### src/rtl/up_down_counter.sv
// Free-running w-bit binary up/down counter.
// The direction is chosen on every clock edge. The counter wraps modulo 2^w in both directions.
// There is no enable, no load and no terminal-count output.
//
// Ports:
//   clk      rising-edge clock for all state updates
//   reset    asynchronous, active-high clear; q reads 0 while it is asserted
//   control  direction: 1 counts up (+1), 0 counts down (-1)
//   q        current count, driven directly from the state register
module up_down_counter #(
  parameter int unsigned w = 4
) (
  input  logic         clk,
  input  logic         reset,
  input  logic         control,
  output logic [w-1:0] q
);

  localparam logic [w-1:0] One = w'(1);

  logic [w-1:0] count_d;
  logic [w-1:0] count_q;

  // Plain w-bit add/subtract: the carry or borrow drops off, which gives the wrap.
  always_comb begin
    count_d = count_q;
    if (control) begin
      count_d = count_q + One;
    end else begin
      count_d = count_q - One;
    end
  end

  always_ff @(posedge clk or posedge reset) begin
    if (reset) begin
      count_q <= '0;
    end else begin
      count_q <= count_d;
    end
  end

  assign q = count_q;

endmodule

### config.mk
export PLATFORM = sky130hd
export DESIGN_NAME = up_down_counter
export DESIGN_NICKNAME = d
export VERILOG_FILES = /design/src/rtl/up_down_counter.sv
export SDC_FILE = /design/constraint.sdc
export NUM_CORES = 1
export LEC_CHECK = 0
export BUFFER_PORTS_ARGS = -buffer_cell sky130_fd_sc_hd__buf_2
export CORE_AREA = 4 4 41 43
export CTS_BUF_LIST = sky130_fd_sc_hd__clkbuf_4
export DETAILED_ROUTE_END_ITERATION = 6
export DIE_AREA = 0 0 45 47
export SYNTH_ARGS = -nofsm -noshare
export SYNTH_HDL_FRONTEND = slang
export SYNTH_SLANG_ARGS = --single-unit
### constraint.sdc
create_clock -name clk -period 1.5 [get_ports clk]
set_input_delay 0.3 -clock clk [delete_from_list [all_inputs] [get_ports clk]]
set_output_delay 0.3 -clock clk [all_outputs]
set_load 0.03 [all_outputs]
---- Yosys cells after proc, flatten, opt, wreduce, memory -nomap -nowiden ----
Index checks and enable logic that the tools add are counted.
W data, S select, Z words.
storage, ports and cells
  register bits after elaboration ......... 4
  latch bits .............................. 0
  bits in writable memories ............... 0
  bits in read-only memories .............. 0
  bits of input ports ..................... 3
  output and inout bits ................... 4
  word-level logic and storage cells ...... 4
  memories ................................ 0
operators by class
  add/subtract/negate cells ............... 2
  multipliers ............................. 0
  divide/modulo/power cells ............... 0
  magnitude comparators ................... 0
  equal/unequal tests ..................... 0
  shifts and indexed selects .............. 0
  muxes and demuxes ....................... 1
  bitwise logic cells ..................... 0
  reduce and logical (&&, ||, !) cells .... 0
operators by type and width
  operator               count
  $add A4 B1 Y4 const B  1
  $mux W4                1
  $sub A4 B1 Y4 const B  1

---- Logic depth before layout (Yosys ltp) ----
Gate-level depths: netlist of the first run.
  depth after elaboration ................. 2
  depth in mapped cells ................... 5
  depth with buffers taken out ............ 5

---- Worst setup path after synthesis of the first run ----
Ideal clock, no wire load.
  path kind ............................... reg2reg
  from .................................... register count_q[1], in the netlist q[1]
  to ...................................... register count_q[3], in the netlist q[3]
  setup time .............................. 0.123 ns
  arrival time ............................ 1.194 ns
  required time ........................... 1.377 ns
  path slack .............................. 0.183 ns
  stages on the path, launching flop included .. 5
  path buffers ............................ 0
  clock period less this slack ............ 1.317 ns
  path through ............................ dfrtp_1 -> ha_1 -> a21o_1 -> a21oi_2 -> xnor2_1
on the way
  longest elaborated chain between the ends .. 2
  elaborated cells between the ends (all ways) .. 3
  classes of those cells .................. 2 x add/sub; 1 x mux
RTL lines
  what                                                   RTL line  RTL
  start, declared                                        22        logic [w-1:0] count_q;
  start signal, assigned                                 38        count_q <= count_d;
  $sub A4 B1 Y4 / $add A4 B1 Y4 (equally long branches)  30, 28
  $mux W4 *                                              27        if (control) begin
  named net count_d[3]                                   21        logic [w-1:0] count_d;
The timed path passes the listed nets; every way through them passes the cells marked *.

---- Worst setup path after layout of the first run ----
Ends and elaborated chain as after synthesis.

==> results.py, run 1 <==
metrics = {
    "sta": {
        "final.setup.tns_ns": 0,
        "hold_slack_ns": 0.423,
        "finalHoldViolCount": 0,
        "drv_slew": 0,
        "rsz0062_at_grt": "false",
        "fin_crit_ns": 1.24,
        "relSlewSlack_pct": 88.1,
        "setup_viol": 0,
        "fmax_mhz": 806,
        "finalClockSkew_ns": 0.000145,
        "worst_slew_pin_slew_ns": 0.177,
        "min_period_over_period_pct": 82.7,
    },
    "critical_path": {
        "critPathCapture": "q[3]",
        "crit_family": "flip-flops",
        "cp_num_cells": 4,
        "slowest_stage": "dfrtp_1",
        "crit_arrival_ns": 1.38,
        "critPathCaptureType": "flop",
        "cp_cell_sequence": "ha_1 > a21o_1 > a21oi_2 > xnor2_1",
        "worst-setup-path-type": "flop to flop",
        "worstSetupStartpointType": "flop",
        "slowest_delay_ns": 0.39,
        "cp-startpoint": "q[1]",
        "critPathBufInv": 0,
        "required_ns": 1.64,
        "r2r_end": "q[3]",
        "r2r_start": "q[1]",
        "ff2ff_setup_slack_ns": 0.26,
        "path_max_fanout": 3,
        "reg2regPathDepth": 4,
    },
    "synth": {
        "synthAdderAreaFrac_pct": 22.6,
        "synthesis.nets": 21,
        "yosys.area_share.simple_pct": 0,
        "synth_top_family_by_area": "adder cells",
        "synth-seq-cells": 4,
        "synth_sequential_area_ratio_pct": 50.3,
        "synth_compound_area_share_pct": 8.18,
        "synth.avg_cell_area_um2": 13.3,
        "synth-xor-area-share_pct": 13.2,
        "yosysWarningCount": 0,
        "synthDistinctLibCells": 8,
        "postSynthCellCount": 15,
        "syn_area_um2": 199,
        "synthMuxAreaShare_pct": 0,
    },
    "pwr": {
        "peakVddDrop_mv": 0.432,
        "powerDensity_nw_per_um2": 2170,
        "p_total_w": 0.000608,
        "p_leak_nw": 0.142,
    },
    "clock_network": {
        "cts_buffers": 3,
        "cts_resized": 0,
        "cts.sinks": 4,
        "cts_max_level": 1,
        "hold_buffers": 1,
        "cts-root-buf": "clkbuf_4",
        "clock_path_buffers": 2,
        "clk_latency_ns": 0.23,
        "cts_tree": "done",
        "post_cts_buffers": 0,
        "path_clk_slew_ns": 0.04,
    },
    "floorplan": {
        "io_pins": 7,
        "die_w_um": 45,
        "rows": 13,
        "die_h_um": 47,
        "dieArea_um2": 2120,
        "start_util_pct": 15.3,
        "core_um2": 1300,
    },
    "placement": {
        "gp_congestion": 0.669,
        "io_buffers": 6,
        "dpl_cell_area_um2": 248,
    },
    "grt": {
        "antenna_found_initial": 0,
        "grt_util_all_layers_pct": 4.29,
        "grt_pass1_vias": 134,
        "grt-ovfl-total": 0,
        "grt_first_pass_wirelength_um": 510,
        "grt_max_degree": 5,
    },
    "cells_and_area": {
        "fill_cells": 145,
        "area_growth_pct": 40.9,
        "diodes": 0,
        "multi_input_area_um2": 87.6,
        "most-common-layout-cells": "6 x buf_2, 4 x dfrtp_1, 3 x inv_1, 3 x clkbuf_4",
        "finish.net_count": 33,
        "utilization_pct": 21.5,
        "final_common_cell": "buf_2",
        "drive_above_1_share_pct": 40.0,
        "seq_area_um2": 100,
        "largest_reg_flops": 4,
        "final_area_um2": 280,
    },
    "outcome": {
        "outcome": "finished, final reports clean",
    },
    "route": {
        "drtIter0Drc": 2,
        "viasPerCell": 3.30,
        "ant_nets": 0,
        "num_vias": 132,
        "drcViolationCount": 0,
        "wire_per_inst_um": 8.65,
        "drt_wl_total_um": 346,
        "dr.pass1.iters": 3,
    },
    "job": {
        "max_cap_viol_count": 0,
    },
    "hold_path": {
        "hold_path.class": "input pin to flop",
    },
}
worst min path at each step:
stage             from  endpoint  slack, ns  cells past startpoint
2_1_floorplan    reset      q[0]       0.07                      1
3_3_place_gp     reset      q[3]       0.18                      2
3_5_place_dp     reset      q[3]       0.18                      2
4_1_cts        control      q[3]       0.40                      3
5_1_grt        control      q[3]       0.42                      3
6_report       control      q[3]       0.42                      3
cell type report:
class,instances,area share [%]
sequential,4,35.7
tap,15,6.70
timing repair buffer,7,14.3
inverter,3,4.02
clock buffer,3,8.04
multi-input combinational,8,31.2
per-stage QoR:
step,cells,setup slack (ns)
2_1_floorplan,15,0.183
3_3_place_gp,36,0.174
3_5_place_dp,36,0.154
4_1_cts,40,0.256
5_1_grt,40,0.222
6_report,40,0.259
kinds of logic (layout without fill, tap and decap cells):
family	Yosys count	in the layout
AO/OA/AOI/OAI	2	2
XOR/XNOR	3	3
adder cells (fa/ha/maj)	3	3
buffers and inverters	3	13
flip-flops	4	4
power breakdown:
group	internal, W	switching (W)
registers	0.000154	0.0000316
logic	0.000117	0.000177
clock network	0.0000892	0.0000398
synthesized netlist by cell type, drive strengths merged:
library cell  n  area [um2]
xor2          1        8.76
inv           3        11.3
ha            2        25.0
xnor2         2        17.5
a21o          1        7.51
dfrtp         4         100
a21oi         1        8.76
fa            1        20.0
worst register-to-register path, stage by stage, from the launching register on:
cell	delay, ns
dfrtp_1	0.39
ha_1	0.28
a21o_1	0.19
a21oi_2	0.14
xnor2_1	0.14
routing by layer:
layer	track usage (%)	share of wire, %
met5	0	0
met3	3.45	14
met4	7.02	0
met2	4.80	43
met1	3.70	42
Power figures use the tool's default switching activity.
==> run 2, diff against run 1 <==
==> constraint.sdc (replaced) <==
create_clock -name clk -period 1.2 [get_ports clk]
set_input_delay 0.24 -clock clk [delete_from_list [all_inputs] [get_ports clk]]
set_output_delay 0.24 -clock clk [all_outputs]
set_load 0.03 [all_outputs]
==> results.py, run 2 (synthesis gave the netlist of run 1 again) <==
metrics = {
    "pwr": {
        "powerDensity_nw_per_um2": 2710,
        "p_leak_nw": 0.157,
        "p_seq_share_pct": 26.5,
        "p_sw_w": 0.000336,
        "peakVddDrop_mv": 0.377,
        "p_int_w": 0.000550,
        "p_clk_share_pct": 23.4,
        "p_total_w": 0.000886,
        "swShare_pct": 38.0,
        "combPwrFrac_pct": 50.1,
    },
    "cells_and_area": {
        "final_common_cell": "buf_2",
        "finish.net_count": 35,
        "area_growth_pct": 64.2,
        "fill_cells": 150,
        "final_area_um2": 327,
        "most-common-layout-cells": "5 x buf_2, 4 x clkbuf_4, 3 x inv_1",
        "diodes": 0,
        "drive_above_1_share_pct": 60.7,
        "largest_reg_flops": 4,
    },
    "sta": {
        "setup_viol": 0,
        "min_period_over_period_pct": 98.2,
        "finalHoldViolCount": 0,
        "relSlewSlack_pct": 86.3,
        "rsz0062_at_grt": "true",
        "drv_slew": 0,
        "hold_slack_ns": 0.421,
        "fmax_mhz": 849,
        "finalClockSkew_ns": 0.00540,
        "worst_slew_pin_slew_ns": 0.205,
        "fin_crit_ns": 1.18,
    },
    "placement": {
        "io_buffers": 6,
        "place_hpwl_um": 305,
        "dpl_cell_area_um2": 270,
        "gp_congestion": 0.597,
    },
    "floorplan": {
        "rows": 13,
        "start_util_pct": 15.3,
        "core_um2": 1300,
        "die_h_um": 47,
        "dieArea_um2": 2120,
        "die_w_um": 45,
        "io_pins": 7,
    },
    "critical_path": {
        "r2r_start": "q[1]",
        "slowest_delay_ns": 0.42,
        "ff2ff_setup_slack_ns": 0.02,
        "worst-setup-path-type": "flop to output port",
        "crit_arrival_ns": 0.94,
        "cp_num_cells": 2,
        "slowest_stage": "dfrtp_2",
        "critPathBufInv": 2,
        "required_ns": 0.96,
        "r2r_end": "q[3]",
        "critPathCaptureType": "output port",
        "worstSetupStartpointType": "flop",
        "cp-startpoint": "q[1]",
        "critPathCapture": "q[1]",
        "crit_family": "flip-flops",
        "path_max_fanout": 2,
        "cp_cell_sequence": "buf_4 > buf_6",
        "reg2regPathDepth": 4,
    },
    "grt": {
        "grt-ovfl-total": 0,
        "grt_max_degree": 5,
        "grt_first_pass_wirelength_um": 634,
        "grt_pass1_vias": 171,
        "grt_util_all_layers_pct": 5.09,
        "antenna_found_initial": 0,
    },
    "clock_network": {
        "clk_latency_ns": 0.24,
        "cts_tree": "done",
        "clock_path_buffers": 2,
        "cts_buffers": 3,
        "cts-root-buf": "clkbuf_4",
        "cts.sinks": 4,
        "cts_max_level": 1,
        "path_clk_slew_ns": 0.04,
    },
    "hold_path": {
        "hold_path.class": "input pin to asynchronous set/reset pin",
    },
    "route": {
        "drcViolationCount": 0,
        "drt_wl_total_um": 420,
        "wire_per_inst_um": 9.77,
        "viasPerCell": 3.56,
        "drtIter0Drc": 0,
        "ant_nets": 0,
        "dr.pass1.iters": 1,
        "num_vias": 153,
    },
    "job": {
        "max_cap_viol_count": 0,
    },
    "outcome": {
        "outcome": "finished, final reports clean",
    },
}
[run 2: cell types whose count changed in the layout (fill, tap and decap cells not counted), sizes merged]
cell / delta
buf: +2
clkbuf: +1
[run 2: power by group through the flow]
stage,clock network (W),registers [W],logic [W]
after floorplan,0,0.000347,0.000173
after global placement,0,0.000242,0.000361
after detailed placement,0,0.000248,0.000374
after CTS,0.000217,0.000246,0.000381
after global routing,0.000221,0.000238,0.000483
final,0.000207,0.000235,0.000443
[run 2: worst min-delay path, stage by stage]
cell and delay (ns):
dlygate4sd3_1 0.53, buf_2 0.11, inv_1 0.13
[run 2: per-stage QoR]
step	utilization, %	cells	worst slack, ns	setup TNS, ns
floorplan	-	15	0.00578	0
global placement	20.8	37	-0.00548	-0.00548
detailed placement	20.8	37	-0.0102	-0.0102
CTS	23.8	42	0.0248	0
global route	25.1	43	-0.0223	-0.0223
finish	25.1	43	0.0218	0
[run 2: how the worst min path moves through the flow]
stage | to | slack (ns) | start | cells past startpoint
after CTS | q[0] | 0.42 | reset | 3
after detailed placement | q[3] | 0.13 | reset | 2
final | q[0] | 0.42 | reset | 3
after global placement | q[3] | 0.13 | reset | 2
after floorplan | q[2] | 0.006 | reset | 1
after global routing | q[3] | 0.44 | control | 4
[run 2: timing repair]
item                                   in CTS  in global routing
setup endpoints to repair                   0                  1
hold buffers                                1                  0
endpoints found under the hold margin       4                  0
resized for setup                           0                  4
setup buffers                               0                  1
[run 2: routing by layer]
layer  global-route usage (%)  vias to the layer above  share of wire (%)
li1                         -                       71                  -
met4                     8.77                        0                5.0
met3                     3.45                        2                 15
met2                     6.50                        9                 48
met1                     3.94                       71                 32
met5                        0                        -                  0
[run 2: area by class of cell]
class,instances,area [um2],area share (%)
Sequential cell,4,103,31.4
Tap cell,15,18.8,5.75
Inverter,3,11.3,3.45
Clock buffer,4,30.0,9.20
Timing Repair Buffer,9,61.3,18.8
Multi-Input combinational cell,8,103,31.4
